--- src/rtl/stream_unpacker_pkg.sv ---
// Shared video definitions for the pixel packer / stream_unpacker pair:
// default frame geometry, alignment state encoding and the RGB pixel type.
package stream_unpacker_pkg;

    localparam int X_SIZE_DEF = 640;
    localparam int Y_SIZE_DEF = 480;

    typedef enum logic {
        ST_HUNT   = 1'b0,
        ST_LOCKED = 1'b1
    } vid_state_e;

    // Blue occupies the low byte, matching the packed byte order on the wire.
    typedef struct packed {
        logic [7:0] r;
        logic [7:0] g;
        logic [7:0] b;
    } pixel_t;

endpackage

--- src/rtl/stream_unpacker_if.sv ---
// 32-bit AXI-Stream video link carrying packed 24-bit pixels with
// tuser marking the first word of a frame and tlast the last word of a line.
interface stream_unpacker_if;

    logic [31:0] tdata;
    logic [3:0]  tkeep;
    logic        tlast;
    logic        tuser;
    logic        tvalid;
    logic        tready;

    modport master (output tdata, tkeep, tlast, tuser, tvalid, input tready);
    modport slave  (input tdata, tkeep, tlast, tuser, tvalid, output tready);

endinterface

--- src/rtl/stream_unpacker_byte_fifo8.sv ---
// 8-byte shift buffer for stream_unpacker: appends a 32-bit word at the
// post-pop fill level and pops one 3-byte pixel from the bottom.
module byte_fifo8
    import stream_unpacker_pkg::*;
(
    input  logic        aclk,
    input  logic        aresetn,
    input  logic        pop,
    input  logic        push,
    input  logic        load,
    input  logic [31:0] word,
    output pixel_t      head,
    output logic [3:0]  cnt,
    output logic [3:0]  cnt_after_pop
);

    logic [63:0] data_q;
    logic [63:0] data_d;
    logic [63:0] shifted;
    logic [63:0] ins_mask;
    logic [63:0] ins_data;
    logic [3:0]  cnt_d;
    logic [6:0]  ofs;

    always_comb begin
        // NOTE: every variable gets a value before any branch, so no latch can be inferred.
        cnt_after_pop = pop ? cnt - 4'd3 : cnt;
        shifted       = pop ? {24'h0, data_q[63:24]} : data_q;
        ofs           = {cnt_after_pop, 3'b000};
        ins_mask      = {32'h0, 32'hFFFF_FFFF} << ofs;
        ins_data      = {32'h0, word} << ofs;
        data_d        = shifted;
        cnt_d         = cnt_after_pop;
        if (load) begin
            data_d = {32'h0, word};
            cnt_d  = 4'd4;
        end else if (push) begin
            data_d = (shifted & ~ins_mask) | ins_data;
            cnt_d  = cnt_after_pop + 4'd4;
        end
    end

    always_ff @(posedge aclk) begin
        if (!aresetn) begin
            cnt <= 4'd0;
        end else begin
            cnt <= cnt_d;
        end
    end

    // NOTE: byte storage is deliberately not reset; cnt alone says which bytes are meaningful.
    always_ff @(posedge aclk) begin
        data_q <= data_d;
    end

    assign head = pixel_t'(data_q[23:0]);

endmodule

--- src/rtl/stream_unpacker.sv ---
// Unpacks 3 words into 4 RGB pixels, locks onto tuser and checks line/frame
// geometry. Define UNPACKER_ERR_CNT_EN to implement the sof/eol error counters.
module stream_unpacker
    import stream_unpacker_pkg::*;
#(
    parameter int X_SIZE = X_SIZE_DEF,
    parameter int Y_SIZE = Y_SIZE_DEF,
    parameter int CNT_W  = 16
) (
    input  logic             aclk,
    input  logic             aresetn,
    stream_unpacker_if.slave in_stream,
    output logic [7:0]       r,
    output logic [7:0]       g,
    output logic [7:0]       b,
    output logic             out_valid,
    input  logic             out_ready,
    output logic             out_sof,
    output logic             out_eol,
    output logic             locked,
    output logic [CNT_W-1:0] sof_err_cnt,
    output logic [CNT_W-1:0] eol_err_cnt
);

    localparam int WPL  = 3 * X_SIZE / 4;
    localparam int WX_W = (WPL > 1) ? $clog2(WPL) : 1;
    localparam int WY_W = (Y_SIZE > 1) ? $clog2(Y_SIZE) : 1;
    localparam int X_W  = (X_SIZE > 1) ? $clog2(X_SIZE) : 1;
    localparam logic [WX_W-1:0] WX_LAST = WX_W'(WPL - 1);
    localparam logic [WY_W-1:0] Y_LAST  = WY_W'(Y_SIZE - 1);
    localparam logic [X_W-1:0]  X_LAST  = X_W'(X_SIZE - 1);

    vid_state_e      state_q;
    vid_state_e      state_d;
    logic [WX_W-1:0] wx;
    logic [WY_W-1:0] wy;
    logic [X_W-1:0]  x;
    logic [WY_W-1:0] y;
    logic [3:0]      cnt;
    logic [3:0]      cnt_after_pop;
    pixel_t          head;
    logic            emit;
    logic            accept;
    logic            load;
    logic            push;
    logic            at_frame_start;
    logic            wx_wrap;

    always_ff @(posedge aclk) begin
        if (!aresetn) begin
            state_q <= ST_HUNT;
        end else begin
            state_q <= state_d;
        end
    end

    always_comb begin
        state_d = state_q;
        if (state_q == ST_HUNT && accept && in_stream.tuser) begin
            state_d = ST_LOCKED;
        end
    end

    always_comb begin
        locked    = (state_q == ST_LOCKED);
        out_valid = locked && (cnt >= 4'd3);
        r         = '0;
        g         = '0;
        b         = '0;
        out_sof   = 1'b0;
        out_eol   = 1'b0;
        if (out_valid) begin
            r       = head.r;
            g       = head.g;
            b       = head.b;
            out_sof = (x == '0) && (y == '0);
            out_eol = (x == X_LAST);
        end
    end

    // Room check uses the fill level after this cycle's pop, so emit and accept overlap.
    assign in_stream.tready = aresetn && (!locked || cnt_after_pop <= 4'd4);
    assign emit           = out_valid && out_ready;
    assign accept         = in_stream.tvalid && in_stream.tready;
    assign at_frame_start = (wx == '0) && (wy == '0);
    assign wx_wrap        = (wx == WX_LAST);
    assign load           = accept && in_stream.tuser && (!locked || !at_frame_start);
    assign push           = accept && locked && !load;

    byte_fifo8 u_fifo (
        .aclk          (aclk),
        .aresetn       (aresetn),
        .pop           (emit),
        .push          (push),
        .load          (load),
        .word          (in_stream.tdata),
        .head          (head),
        .cnt           (cnt),
        .cnt_after_pop (cnt_after_pop)
    );

    // A frame-start word counts as input word 0, so the word counter restarts at 1.
    always_ff @(posedge aclk) begin
        if (!aresetn) begin
            wx <= '0;
            wy <= '0;
            x  <= '0;
            y  <= '0;
        end else if (load) begin
            wx <= WX_W'(1);
            wy <= '0;
            x  <= '0;
            y  <= '0;
        end else begin
            if (push) begin
                if (wx_wrap) begin
                    wx <= '0;
                    wy <= (wy == Y_LAST) ? '0 : wy + WY_W'(1);
                end else begin
                    wx <= wx + WX_W'(1);
                end
            end
            if (emit) begin
                if (x == X_LAST) begin
                    x <= '0;
                    y <= (y == Y_LAST) ? '0 : y + WY_W'(1);
                end else begin
                    x <= x + X_W'(1);
                end
            end
        end
    end

`ifdef UNPACKER_ERR_CNT_EN
    logic eol_mismatch;
    logic tkeep_unused;

    assign eol_mismatch = accept && locked && (in_stream.tlast != wx_wrap);
    assign tkeep_unused = ^in_stream.tkeep;

    always_ff @(posedge aclk) begin
        if (!aresetn) begin
            sof_err_cnt <= '0;
            eol_err_cnt <= '0;
        end else begin
            if (load && locked && sof_err_cnt != '1) begin
                sof_err_cnt <= sof_err_cnt + CNT_W'(1);
            end
            if (eol_mismatch && eol_err_cnt != '1) begin
                eol_err_cnt <= eol_err_cnt + CNT_W'(1);
            end
        end
    end
`else
    logic tkeep_unused;

    assign tkeep_unused = ^{in_stream.tkeep, in_stream.tlast};
    assign sof_err_cnt  = '0;
    assign eol_err_cnt  = '0;
`endif

endmodule

--- src/flat_wrapper.sv ---
// flat-port wrapper written by rule: the top's interface ports become plain ports
module stream_unpacker_flat import stream_unpacker_pkg::*;
#(
    parameter int X_SIZE = X_SIZE_DEF,
    parameter int Y_SIZE = Y_SIZE_DEF,
    parameter int CNT_W  = 16
)
  (aclk, aresetn, r, g, b, out_valid, out_ready, out_sof, out_eol, locked, sof_err_cnt, eol_err_cnt, in_stream_tdata, in_stream_tkeep, in_stream_tlast, in_stream_tuser, in_stream_tvalid, in_stream_tready);
  stream_unpacker_if in_stream_i ();
  input  logic aclk;
  input  logic aresetn;
  output logic [7:0] r;
  output logic [7:0] g;
  output logic [7:0] b;
  output logic out_valid;
  input  logic out_ready;
  output logic out_sof;
  output logic out_eol;
  output logic locked;
  output logic [CNT_W-1:0] sof_err_cnt;
  output logic [CNT_W-1:0] eol_err_cnt;
  input wire logic [$bits(in_stream_i.tdata)-1:0] in_stream_tdata;
  input wire logic [$bits(in_stream_i.tkeep)-1:0] in_stream_tkeep;
  input wire logic [$bits(in_stream_i.tlast)-1:0] in_stream_tlast;
  input wire logic [$bits(in_stream_i.tuser)-1:0] in_stream_tuser;
  input wire logic [$bits(in_stream_i.tvalid)-1:0] in_stream_tvalid;
  output wire logic [$bits(in_stream_i.tready)-1:0] in_stream_tready;
  assign in_stream_i.tdata = in_stream_tdata;
  assign in_stream_i.tkeep = in_stream_tkeep;
  assign in_stream_i.tlast = in_stream_tlast;
  assign in_stream_i.tuser = in_stream_tuser;
  assign in_stream_i.tvalid = in_stream_tvalid;
  assign in_stream_tready = in_stream_i.tready;
  stream_unpacker #(.X_SIZE(X_SIZE), .Y_SIZE(Y_SIZE), .CNT_W(CNT_W)) u_core (.aclk(aclk), .aresetn(aresetn), .in_stream(in_stream_i), .r(r), .g(g), .b(b), .out_valid(out_valid), .out_ready(out_ready), .out_sof(out_sof), .out_eol(out_eol), .locked(locked), .sof_err_cnt(sof_err_cnt), .eol_err_cnt(eol_err_cnt));
endmodule
--- config.mk ---
export PLATFORM = sky130hd
export DESIGN_NAME = stream_unpacker_flat
export DESIGN_NICKNAME = d
export VERILOG_FILES = /design/src/rtl/stream_unpacker_pkg.sv /design/src/rtl/stream_unpacker_if.sv /design/src/rtl/stream_unpacker_byte_fifo8.sv /design/src/rtl/stream_unpacker.sv /design/src/flat_wrapper.sv
export SDC_FILE = /design/constraint.sdc
export NUM_CORES = 1
export LEC_CHECK = 0
export CAP_MARGIN = 5
export CELL_PAD_IN_SITES_DETAIL_PLACEMENT = 1
export CELL_PAD_IN_SITES_GLOBAL_PLACEMENT = 1
export CORE_ASPECT_RATIO = 1.75
export CORE_MARGIN = 4
export CORE_UTILIZATION = 45
export CTS_CLUSTER_DIAMETER = 200
export DETAILED_ROUTE_END_ITERATION = 6
export PLACE_DENSITY_LB_ADDON = 0.3
export SYNTH_ARGS = -nofsm -noshare
export SYNTH_HDL_FRONTEND = slang
export SYNTH_HIERARCHICAL = 1
export SYNTH_SLANG_ARGS = --single-unit
--- constraint.sdc ---
create_clock -name aclk -period 11.9 [get_ports aclk]
set_input_delay 1.785 -clock aclk [delete_from_list [all_inputs] [get_ports aclk]]
set_output_delay 1.785 -clock aclk [all_outputs]
set_load 0.02 [all_outputs]
### Word level (Yosys, flattened, before mapping)

Index checks and enable logic that the tools add are counted.

| storage, ports and cells | value |
|---|---|
| register bits | 106 |
| input port bits | 42 |
| output and inout bits | 61 |
| word-level logic and storage cells | 71 |

| cells by class | value |
|---|---|
| add/subtract/negate cells | 6 |
| magnitude comparators | 2 |
| equality and inequality tests | 4 |
| shifts and indexed selects | 2 |
| muxes and demuxes | 17 |
| bitwise operators | 5 |
| reduce and logical (&&, ||, !) cells | 25 |

Operator list:

| cell | number |
|---|---|
| 2-to-1 mux 64 bit | 2 |
| bitwise AND 64 bit | 1 |
| NOT 64 bit | 1 |
| bitwise OR 64 bit | 1 |
| left shift 32 x 7 -> 64 bit | 1 |
| left shift 32 x 7 -> 64 bit, first input constant | 1 |
| 2-to-1 mux 32 bit | 1 |
| adder 9 x 1 -> 9 bit, second input constant | 3 |
| equality test 9 bit, second input constant | 3 |
| zero test 9 bit | 3 |
| 2-to-1 mux 9 bit | 3 |
| 2-to-1 mux 8 bit | 3 |
| logical AND 1 bit | 12 |
| adder 10 x 1 -> 10 bit, second input constant | 1 |
| equality test 10 bit, second input constant | 1 |
| zero test 10 bit | 1 |
| 2-to-1 mux 10 bit | 1 |
| 2-to-1 mux 4 bit | 2 |
| adder 4 x 3 -> 4 bit, second input constant | 1 |
| greater-or-equal comparator 4 x 2 -> 1 bit, second input constant | 1 |
| less-or-equal comparator 4 x 3 -> 1 bit, second input constant | 1 |
| 2-to-1 mux 1 bit | 4 |
| AND reduction 2 bit | 2 |
| subtractor 4 x 2 -> 4 bit, second input constant | 1 |
| other kinds (6) | 10 |

### Depth between registers and ports, before layout

Gate-level depths: netlist of the first run.

| depth | value |
|---|---|
| depth after elaboration | 14 |
| gate-level depth with buffers | 17 |
| depth with buffers taken out | 14 |

### Modules after synthesis

Netlist of the first run, hierarchy kept.

By module, submodules not included:

| module | times used | cells an instance | area each (um^2) | seq. area each (um^2) |
|---|---|---|---|---|
| byte_fifo8 | 1 | 482 | 4,388.0 | 1,361.3 |
| stream_unpacker | 1 | 329 | 2,514.9 | 760.7 |

### Worst setup path after synthesis of the first run

OpenSTA, ideal clock, no wires.

| path | value |
|---|---|
| path kind | input to output |
| start point | input out_ready |
| end point | output in_stream_tready |
| arrival time | 3,467 ps |
| data required time | 10,115 ps |
| slack | 6,648 ps |
| cell stages on the path | 8 |
| path buffers | 2 |
| cells stage by stage | nand3_1 -> inv_2 -> buf_4 -> xnor2_4 -> clkinv_1 -> buf_4 -> nor3_1 -> o21a_1 |

| on the way | value |
|---|---|
| longest elaborated chain between the ends | 5 |

Ends and longest elaborated chain:

| what | line | RTL |
|---|---|---|
| from (decl) | flat_wrapper.sv:16 | `input logic out_ready;` |
| logical AND 1 bit | stream_unpacker.sv:83 | `assign emit = out_valid && out_ready;` |
| named net u_core.emit | stream_unpacker.sv:42 | `logic emit;` |
| 2-to-1 mux 4 bit | stream_unpacker_byte_fifo8.sv:27 | `cnt_after_pop = pop ? cnt - 4'd3 : cnt;` |
| named net u_core.cnt_after_pop[0] | stream_unpacker.sv:40 | `logic [3:0] cnt_after_pop;` |
| less-or-equal comparator 4 x 3 -> 1 bit | stream_unpacker.sv:82 | `assign in_stream.tready = aresetn && (!locked \|\| cnt_after_pop <= 4'd4);` |
| logical OR 1 bit | stream_unpacker.sv:82 |  |
| logical AND 1 bit | stream_unpacker.sv:82 |  |
| to (decl) | flat_wrapper.sv:27 | `output wire logic [$bits(in_stream_i.tready)-1:0] in_stream_tready;` |

The timed path passes the listed nets, and every way through them passes these cells.

### Worst setup path in the final report of the first run

Ends and elaborated chain as after synthesis.

==> qor.yml, run 1 <==
status: "finished, final reports clean"
synth_warnings: 6
slew-limit-headroom_pct: 16.5
cts_resized: 0
crit_end: "in_stream_tready"
hold_class: "flop to flop"
p_sw_mw: 0.250
slowest_delay_ns: 0.84
worst_ep_required_time_ns: 10.12
syn_inst: 811
die_w_um: 102
fin_util_pct: 50.7
clk_latency_ns: 0.35
p_seq_share_pct: 48.6
swShare_pct: 29.5
worstPathMaxFanout: 56
synth-main-ff-cell: "dfxtp_1"
worst_ep_arrival_time_ns: 6.06
timing.final.crit_share_pct: 66.0
report.final.slew_viol_count: 0
grt_pass1_wl_um: 34300
routedWlPerCell_um: 21.8
drt.antenna.violating_nets: 0
core_um2: 15000
hold_buffers: 0
postCtsSetupRepairBufs: 0
clk_pin_slew_worst_paths_ns: 0.08
cts_root_buffer: "clkbuf_16"
io_buffers: 65
cts-buffers-inserted: 9
drc_errors: 0
tightest_slew_ns: 1.24
yosysMostFrequentCell: "dfxtp_1"
ys_top_cells_by_area: "dfxtp_1 31%, mux2i_1 10%, buf_4 6.6%"
worstSetupStartpoint: "out_ready"
p_comb_share_pct: 17.6
syn_area_um2: 6900
synth_cell_types: 70
cp-start-kind: "primary input"
setup_tns_ns: 0
ios: 103
p_int_mw: 0.598
timing.fmax_ghz: 0.127
endpoint_kind: "output pin"
synthToLayoutAreaGrowth_pct: 10.1
dieHeight_um: 172
rr_worst_depth: 18
grt.total_usage_pct: 24.9
cap_violations: 0
crit_type: "primary input to output pin"
htreeDepth: 3
nets: 875
start_util_pct: 46.1
grt_max_degree: 86
clockBufferDepth: 2
clkPwrFrac_pct: 33.8
worst_slack_ns: 4.05
grt_overflow_total: 0
synth-async-reset-ratio_pct: 0
synthTopCellsByCount: "106 x dfxtp_1, 72 x mux2i_1, 61 x buf_4"
synth_top_area_share_pct: 30.7
drive_gt1_share_pct: 7.13
grt_pass1_vias: 6608
r2r_start: "u_core/u_fifo/cnt[0]"
leakage_nw: 2.75
holdWs_ns: 0.491
gp_congestion: 0.848
diodes: 0
ys_ff_latch: 106
dpl.hpwl_um: 15700
rsz0062_at_grt: "no"
crit_chain: "clkdlybuf4s50_1 > nand3_1 > clkinv_2 > buf_4 > nor2b_1 > nor2_1 > buf_4 > inv_1 > nor3_1 > o21a_1 > clkdlybuf4s50_1"
numClockSinks: 106
routed_wl_um: 22000
dieArea_um2: 17500
finalClockSkew_ns: 0.0128
setup_viol: 0
routed-via-count: 6310
regToRegSetupSlack_ns: 5.35
r2r-end: "u_core/u_fifo/data_q[10]"
drtIter0Drc: 395
synth_seq_area_share_pct: 30.7
crit_slowest_cell: "nor2b_1"
antenna_found_initial: 0
pre_cts_ws_ns: 4.05
fin_total_pwr_mw: 0.848
cts_tree: "done"
postSynthAreaPerCell_um2: 8.51
synth_edf_count: 0
fin_crit_ns: 7.85
peakVddDrop_uv: 56.7
viasPerCell: 6.25
firstDrtPassIters: 5
rows: 59
hold_viol_final: 0
synth_top_area_cell: "dfxtp_1"
p_per_area_nw_per_um2: 112
layout by cell type (no fill, tap or decap), drive strengths merged, types with 4 or more instances in the layout:
cell	instances
nor4	7
and2	7
o21a	7
o221ai	23
or4	12
inv	37
nor2b	30
a21oi	26
o22ai	8
clkbuf	9
buf	12
o31ai	7
nand2	49
dfxtp	106
nor2	53
mux2	19
a31oi	4
and3	26
o311ai	8
xnor2	14
xor2	9
nand4	13
a22o	8
conb	32
nor3	17
ha	10
o21ai	15
a211oi	22
nand3	24
clkdlybuf4s50	65
mux2i	72
a222oi	15
or3	20
nand2b	4
metal layers:
layer,track usage [%],part of all wire [%],vias to the layer above
met4,12.7,4.2,0
met3,3.69,4.7,62
met1,26.7,37,3138
met2,46.3,54,202
li1,-,-,2908
met5,0,0,-
layout make-up:
type,count,area (µm²)
inverters,36,136
flip-flops and latches,106,2120
clock buffers,9,225
repair buffers,77,741
clock inverters,6,50.0
fillers,1811,7380
multi-input cells,593,4100
well taps,183,229
registers in the layout, summed over array words and instances (netlist names):
name                  flops
u_core/locked             1
u_core/wy                 9
u_core/wx                 9
u_core/u_fifo/data_q     64
u_core/u_fifo/cnt         4
u_core/x                 10
u_core/y                  9
how the worst min path moves through the flow:
| stage | from | endpoint | slack (ns) | cells past startpoint |
|---|---|---|---|---|
| 2_1_floorplan | u_core/u_fifo/data_q[47] | u_core/u_fifo/data_q[47] | 0.44 | 1 |
| 3_3_place_gp | u_core/u_fifo/data_q[47] | u_core/u_fifo/data_q[47] | 0.46 | 1 |
| 3_5_place_dp | u_core/u_fifo/data_q[47] | u_core/u_fifo/data_q[47] | 0.46 | 1 |
| 4_1_cts | u_core/u_fifo/data_q[47] | u_core/u_fifo/data_q[47] | 0.49 | 1 |
| 5_1_grt | u_core/u_fifo/data_q[47] | u_core/u_fifo/data_q[47] | 0.51 | 1 |
| 6_report | u_core/u_fifo/data_q[47] | u_core/u_fifo/data_q[47] | 0.49 | 1 |
worst max-delay path: cells and delay by family:
kind / cells / cell delay (ns)
AND/OR/NAND/NOR: 4 / 1.34
AO/OA/AOI/OAI: 1 / 0.25
buffers and inverters: 6 / 2.66
power by group through the flow:
stage | registers [mW] | logic (mW) | clock network, mW
2_1_floorplan | 0.412 | 0.135 | 0
3_3_place_gp | 0.418 | 0.141 | 0
3_5_place_dp | 0.420 | 0.147 | 0
4_1_cts | 0.412 | 0.148 | 0.293
5_1_grt | 0.415 | 0.163 | 0.310
6_report | 0.412 | 0.149 | 0.287
per-stage QoR:
step                      instances  cell area [µm²]
final                          1010             7600
after global routing           1010             7600
after CTS                      1010             7600
after detailed placement        995             7330
after global placement          995             7330
after floorplan                 842             7020
cells by family (layout without fill, tap and decap cells):
logic type                 Yosys count  after routing  synth area share (%)
buffers and inverters              143            128                  11.6
adders and majority gates           10             10                  1.81
DFF                                106            106                  30.7
muxes                               91             91                  13.5
and+or+nand+nor                    278            278                  21.6
AOI/OAI and AO/OA                  159            159                  17.5
xor gates and xnor gates            23             23                  3.19
other                                1             32                0.0543
Power figures use the tool's default switching activity.
==> inputs of run 2 (changes only) <==
CORE_UTILIZATION = 41   (was 45)
clock period = 7.85 ns   (was 11.9 ns; I/O delays follow)
==> run 2 against run 1 <==
Clock power is 60% higher. Sequential power rose by 52%. Final cell count increased by 4.2%. Sequential share of layout area down 0.27 points. Die area rose by 9.1%. Non-clock buffer count unchanged. Core utilization shrank 4.0 points.
==> qor.yml, run 2 (synthesized netlist as in run 1, its figures left out) <==
drt.antenna.violating_nets: 0  # unchanged
setup_viol: 0  # unchanged
grt_max_degree: 66  # -23%
final_common_cell: "dfxtp_1"
clkPwrFrac_pct: 35.1  # +1.3 points
worst_slack_ns: 1.92  # -2.14 ns
hold-path-cell-count: 1  # unchanged
dieArea_um2: 19100  # +9.1%
cp-start-kind: "primary input"
dieHeight_um: 180  # +4.5%
cts_tree: "done"
grt_overflow_total: 0  # unchanged
p_per_area_nw_per_um2: 171  # +53%
worst_ep_required_time_ns: 8.12  # -2.00 ns
worst_ep_arrival_time_ns: 6.21  # +0.15 ns
hold_buffers: 0  # unchanged
design_area_um2: 7680  # +0.99%
timing.final.crit_share_pct: 75.6
grt_pass1_wl_um: 34800  # +1.6%
registers.top_by_ff_count: "u_core/u_fifo/data_q"
start_util_pct: 42.0  # -4.1 points
clk_latency_ns: 0.36  # about the same
largest_register_ff_count: 64  # unchanged
hold_viol_final: 0  # unchanged
dpl.hpwl_um: 15900  # +1.6%
drc_errors: 0  # unchanged
firstDrtPassIters: 6  # +1
fin_cells: 1052  # +4.2%
r2r_start: "u_core/u_fifo/cnt[0]"
io_buffers: 65  # unchanged
slew-limit-headroom_pct: 19.7  # +3.3 points
peakVddDrop_uv: 97.3  # +72%
pre_cts_ws_ns: 1.59  # -2.46 ns
clockBufferDepth: 2  # unchanged
placed_cells: 1036  # +4.1%
drtIter0Drc: 389  # -1.5%
p_sw_mw: 0.385  # +54%
leakage_nw: 2.77  # +0.73%
cap_violations: 0  # unchanged
crit_type: "primary input to flop"
grt_pass1_vias: 6629  # +0.32%
worstPathMaxFanout: 34  # -39%
ios: 103  # unchanged
fin_crit_ns: 5.93
timing.fmax_ghz: 0.169
core_um2: 16400  # +9.7%
htreeDepth: 3  # unchanged
grt.total_usage_pct: 22.7  # -2.2 points
report.final.slew_viol_count: 0  # unchanged
p_int_mw: 0.926  # +55%
p_seq_share_pct: 47.7  # -0.9 points
drive_gt1_share_pct: 7.25  # +0.11 points
diodes: 0  # unchanged
hold-path-endpoint: "u_core/u_fifo/data_q[47]"
viasPerCell: 5.93  # -5.0%
postCtsSetupRepairBufs: 0  # unchanged
endpoint_kind: "flop"
rr_worst_depth: 17  # -1
setup_tns_ns: 0  # unchanged
antenna_found_initial: 0  # unchanged
cts-buffers-inserted: 9  # unchanged
hold_path.startpoint: "u_core/u_fifo/data_q[47]"
routedWlPerCell_um: 20.6  # -5.5%
clk_pin_slew_worst_paths_ns: 0.08  # about the same
hold_class: "flop to flop"
gp_congestion: 0.852  # +0.45%
regToRegSetupSlack_ns: 2.12  # -3.23 ns
status: "finished, final reports clean"
fillers: 1993  # +10%
p_comb_share_pct: 17.2  # -0.4 points
routed-via-count: 6242  # -1.1%
placed_cell_area_um2: 7380  # +0.70%
cts_resized: 0  # unchanged
top_regs: "u_core/u_fifo/data_q: 64 flops, u_core/x: 10 flops"
die_w_um: 106  # +4.4%
routed_wl_um: 21700  # -1.6%
rows: 62  # +5.1%
rsz0062_at_grt: "no"
swShare_pct: 29.3  # -0.13 points
finalClockSkew_ns: 0.00760  # -0.00517 ns
nets: 875  # unchanged
mostFrequentLayoutCells: "106 x dfxtp_1, 72 x mux2i_1, 65 x clkdlybuf4s50_1"
synthToLayoutAreaGrowth_pct: 11.2
numClockSinks: 106  # unchanged
cts_root_buffer: "clkbuf_16"
r2r-end: "u_core/u_fifo/data_q[13]"
tightest_slew_ns: 1.19  # -0.0554 ns
[run 2: cell count changes in the layout (fill, tap and decap cells not counted), sizes merged]
cell | previous run | this run
clkinv | 3 | 6
clkbuf | 9 | 11
clkinvlp | 2 | 0
inv | 37 | 35
[run 2: power groups by stage]
stage | logic [mW] | clock network (mW) | registers [mW]
final | 0.225 | 0.460 | 0.625
after global routing | 0.246 | 0.493 | 0.632
after CTS | 0.224 | 0.473 | 0.626
after detailed placement | 0.222 | 0 | 0.638
after global placement | 0.214 | 0 | 0.635
after floorplan | 0.205 | 0 | 0.624
[run 2: how the worst max path moves through the flow]
stage | startpoint | to | slack (ns) | cells past startpoint
2_1_floorplan | out_ready | u_core/u_fifo/data_q[2] | 3.21 | 16
3_3_place_gp | out_ready | u_core/u_fifo/data_q[2] | 1.86 | 16
3_5_place_dp | out_ready | u_core/u_fifo/data_q[21] | 1.59 | 15
4_1_cts | out_ready | u_core/u_fifo/data_q[21] | 1.99 | 15
5_1_grt | out_ready | u_core/u_fifo/data_q[21] | 1.56 | 15
6_report | out_ready | u_core/u_fifo/data_q[13] | 1.92 | 15
[run 2: layout make-up]
cell class / instances / area, µm² / area share, %
Sequential cell: 106 / 2120 / 27.6
Timing Repair Buffer: 77 / 741 / 9.65
Tap cell: 224 / 280 / 3.65
Inverter: 36 / 136 / 1.78
Clock inverter: 5 / 46.3 / 0.603
Multi-Input combinational cell: 593 / 4100 / 53.4
Clock buffer: 11 / 253 / 3.29
[run 2: critical path, cell delays in order]
cell and delay, ns:
clkdlybuf4s50_1 0.47, nand3_1 0.35, clkinv_2 0.40, and2b_4 0.33, xnor2_1 0.43, inv_1 0.25, o21a_1 0.18, or3_1 0.46
nor2_1 0.38, nor2b_1 0.22, a21boi_1 0.34, o21ai_2 0.11, buf_4 0.27, or3_1 0.56, o221ai_1 0.26
[run 2: metrics by stage]
stage	total power, mW	hold WS [ns]	utilization (%)
2_1_floorplan	0.828	0.442	-
3_3_place_gp	0.849	0.455	44.9
3_5_place_dp	0.860	0.466	44.9
4_1_cts	1.32	0.487	46.7
5_1_grt	1.37	0.510	46.7
6_report	1.31	0.485	46.7
[run 2: routing by layer]
| layer | share of wire [%] | GRT usage (%) | wire (µm) | vias up |
|---|---|---|---|---|
| met4 | 4.3 | 10.5 | 928 | 0 |
| met2 | 51 | 40.4 | 11000 | 219 |
| met1 | 40 | 26.0 | 8720 | 3043 |
| li1 | - | - | - | 2923 |
| met5 | 0 | 0 | 0 | - |
| met3 | 4.8 | 4.20 | 1050 | 57 |
==> inputs of run 3 (changes only) <==
clock period = 5.55 ns   (was 7.85 ns; I/O delays follow)
==> run 3 against run 2 <==
Sequential cell count unchanged. Final cell count up 1.2%. Register-to-register slack worse by 1.1 ns. Clock-buffer cell count down 1. Total power up 41%. Critical path depth up 1. Via count up 1.6%. Sequential share of layout area down 0.30 points. Clock skew up 0.0031 ns. Cell area up 1.1%. Largest cell class unchanged.
==> qor.yml, run 3 (synthesized netlist as in run 1, its figures left out) <==
rsz0062_at_grt: "no"
cp-start-kind: "primary input"
drc_errors: 0  # unchanged
io_buffers: 65  # unchanged
diodes: 0  # unchanged
hold_path.startpoint: "u_core/u_fifo/data_q[47]"
firstDrtPassIters: 5  # -1
worst_ep_arrival_time_ns: 4.88  # -1.33 ns
status: "finished, final reports clean"
crit_chain: "clkdlybuf4s50_1 > nand3_1 > clkinv_2 > and2_1 > nor2_1 > inv_1 > o21a_1 > or3_1 > nor2_1 > buf_4 > nor2b_1 > a21boi_1 > o21ai_2 > buf_4 > nor3_2 > o311ai_0"
placed_cell_area_um2: 7470  # +1.3%
leakage_nw: 2.83  # +2.1%
start_util_pct: 42.0  # unchanged
tightest_slew_ns: 1.12  # -0.0651 ns
r2r-end: "u_core/u_fifo/data_q[19]"
dieHeight_um: 180  # unchanged
timing.fmax_ghz: 0.214
crit_type: "primary input to flop"
fin_cells: 1065  # +1.2%
nets: 888  # +1.5%
synthToLayoutAreaGrowth_pct: 12.4
worstSetupStartpoint: "out_ready"
antenna_found_initial: 0  # unchanged
core_um2: 16400  # unchanged
clk_pin_slew_worst_paths_ns: 0.07  # about the same
routed-via-count: 6343  # +1.6%
die_w_um: 106  # unchanged
htreeDepth: 3  # unchanged
fin_crit_ns: 4.68
viasPerCell: 5.96  # +0.38%
postCtsSetupRepairBufs: 0  # unchanged
setup_tns_ns: 0  # unchanged
dpl.hpwl_um: 16500  # +3.9%
grt_max_degree: 59  # -11%
top_regs: "u_core/u_fifo/data_q: 64 flops, u_core/x: 10 flops"
timing.final.crit_share_pct: 84.3
peakVddDrop_uv: 139  # +43%
largest_register_ff_count: 64  # unchanged
fin_util_pct: 47.2  # +0.52 points
fillers: 1995  # +0.10%
finalClockSkew_ns: 0.0107  # +0.00313 ns
mostFrequentLayoutCells: "106 x dfxtp_1, 72 x mux2i_1, 65 x clkdlybuf4s50_1"
registers.top_by_ff_count: "u_core/u_fifo/data_q"
cap_violations: 0  # unchanged
cts_root_buffer: "clkbuf_16"
crit_slowest_cell: "nor3_2"
grt_pass1_vias: 6799  # +2.6%
setup_viol: 0  # unchanged
regToRegSetupSlack_ns: 0.99  # -1.13 ns
worst_ep_required_time_ns: 5.75  # -2.37 ns
final_common_cell: "dfxtp_1"
design_area_um2: 7760  # +1.1%
ios: 103  # unchanged
rows: 62  # unchanged
cts_resized: 0  # unchanged
rr_worst_depth: 15  # -2
drtIter0Drc: 446  # +15%
numClockSinks: 106  # unchanged
gp_congestion: 0.854  # +0.27%
clockBufferDepth: 2  # unchanged
fin_total_pwr_mw: 1.85  # +41%
hold_buffers: 0  # unchanged
worst_slack_ns: 0.873  # -1.04 ns
holdWs_ns: 0.486  # +0.00106 ns
r2r_start: "u_core/u_fifo/cnt[2]"
slew-limit-headroom_pct: 24.1  # +4.4 points
report.final.slew_viol_count: 0  # unchanged
endpoint_kind: "flop"
worstPathMaxFanout: 34  # unchanged
slowest_delay_ns: 0.65  # +0.09 ns
drt.antenna.violating_nets: 0  # unchanged
hold_viol_final: 0  # unchanged
cts-buffers-inserted: 9  # unchanged
pre_cts_ws_ns: 0.493  # -1.10 ns
routed_wl_um: 23000  # +6.2%
p_per_area_nw_per_um2: 238  # +40%
dieArea_um2: 19100  # unchanged
placed_cells: 1049  # +1.3%
grt_pass1_wl_um: 36100  # +3.8%
grt.total_usage_pct: 23.7  # +0.98 points
drive_gt1_share_pct: 8.56  # +1.3 points
clk_latency_ns: 0.36  # about the same
crit_end: "u_core/u_fifo/data_q[19]"
hold_class: "flop to flop"
grt_overflow_total: 0  # unchanged
routedWlPerCell_um: 21.6  # +4.9%
cts_tree: "done"
## run 3: changes by cell type in the layout (fill, tap and decap cells not counted), sizes merged
| cell | change |
|---|---|
| clkinv | -1 |
| buf | +13 |
| clkbuf | -1 |
| inv | +2 |
## run 3: report_power, final
part	internal, mW	switching, mW	leakage [nW]	total, mW
clock network	0.316	0.321	0.141	0.637
logic	0.140	0.185	1.82	0.325
registers	0.837	0.0508	0.866	0.888
total	1.29	0.556	2.83	1.85
## run 3: how the worst min path moves through the flow
stage	slack (ns)	cells after the start	end
global placement	0.46	1	u_core/u_fifo/data_q[47]
floorplan	0.44	1	u_core/u_fifo/data_q[47]
detailed placement	0.47	1	u_core/u_fifo/data_q[43]
global route	0.51	1	u_core/u_fifo/data_q[43]
finish	0.49	1	u_core/u_fifo/data_q[47]
CTS	0.49	1	u_core/u_fifo/data_q[47]
## run 3: routing by layer
metal | share of wire [%] | routed length (µm) | up-vias | track usage, %
met2 | 52 | 12100 | 193 | 44.0
li1 | - | - | 2939 | -
met5 | 0 | 0 | - | 0
met3 | 4.4 | 1010 | 56 | 2.91
met4 | 4.2 | 968 | 0 | 12.0
met1 | 39 | 8990 | 3155 | 26.0
## run 3: final cells by class
| type | count | area, µm² | share of cell area, % |
|---|---|---|---|
| Sequential cell | 106 | 2120 | 27.3 |
| Timing Repair Buffer | 90 | 838 | 10.8 |
| Inverter | 36 | 136 | 1.76 |
| Multi-Input combinational cell | 593 | 4100 | 52.8 |
| Tap cell | 224 | 280 | 3.61 |
| Clock inverter | 6 | 57.6 | 0.742 |
| Clock buffer | 10 | 229 | 2.95 |
## run 3: worst max-delay path, delay by kind of cell
| family | cells | cell delay, ns |
|---|---|---|
| simple gates | 7 | 2.06 |
| buf+inv | 5 | 1.14 |
| compound gates | 4 | 0.85 |
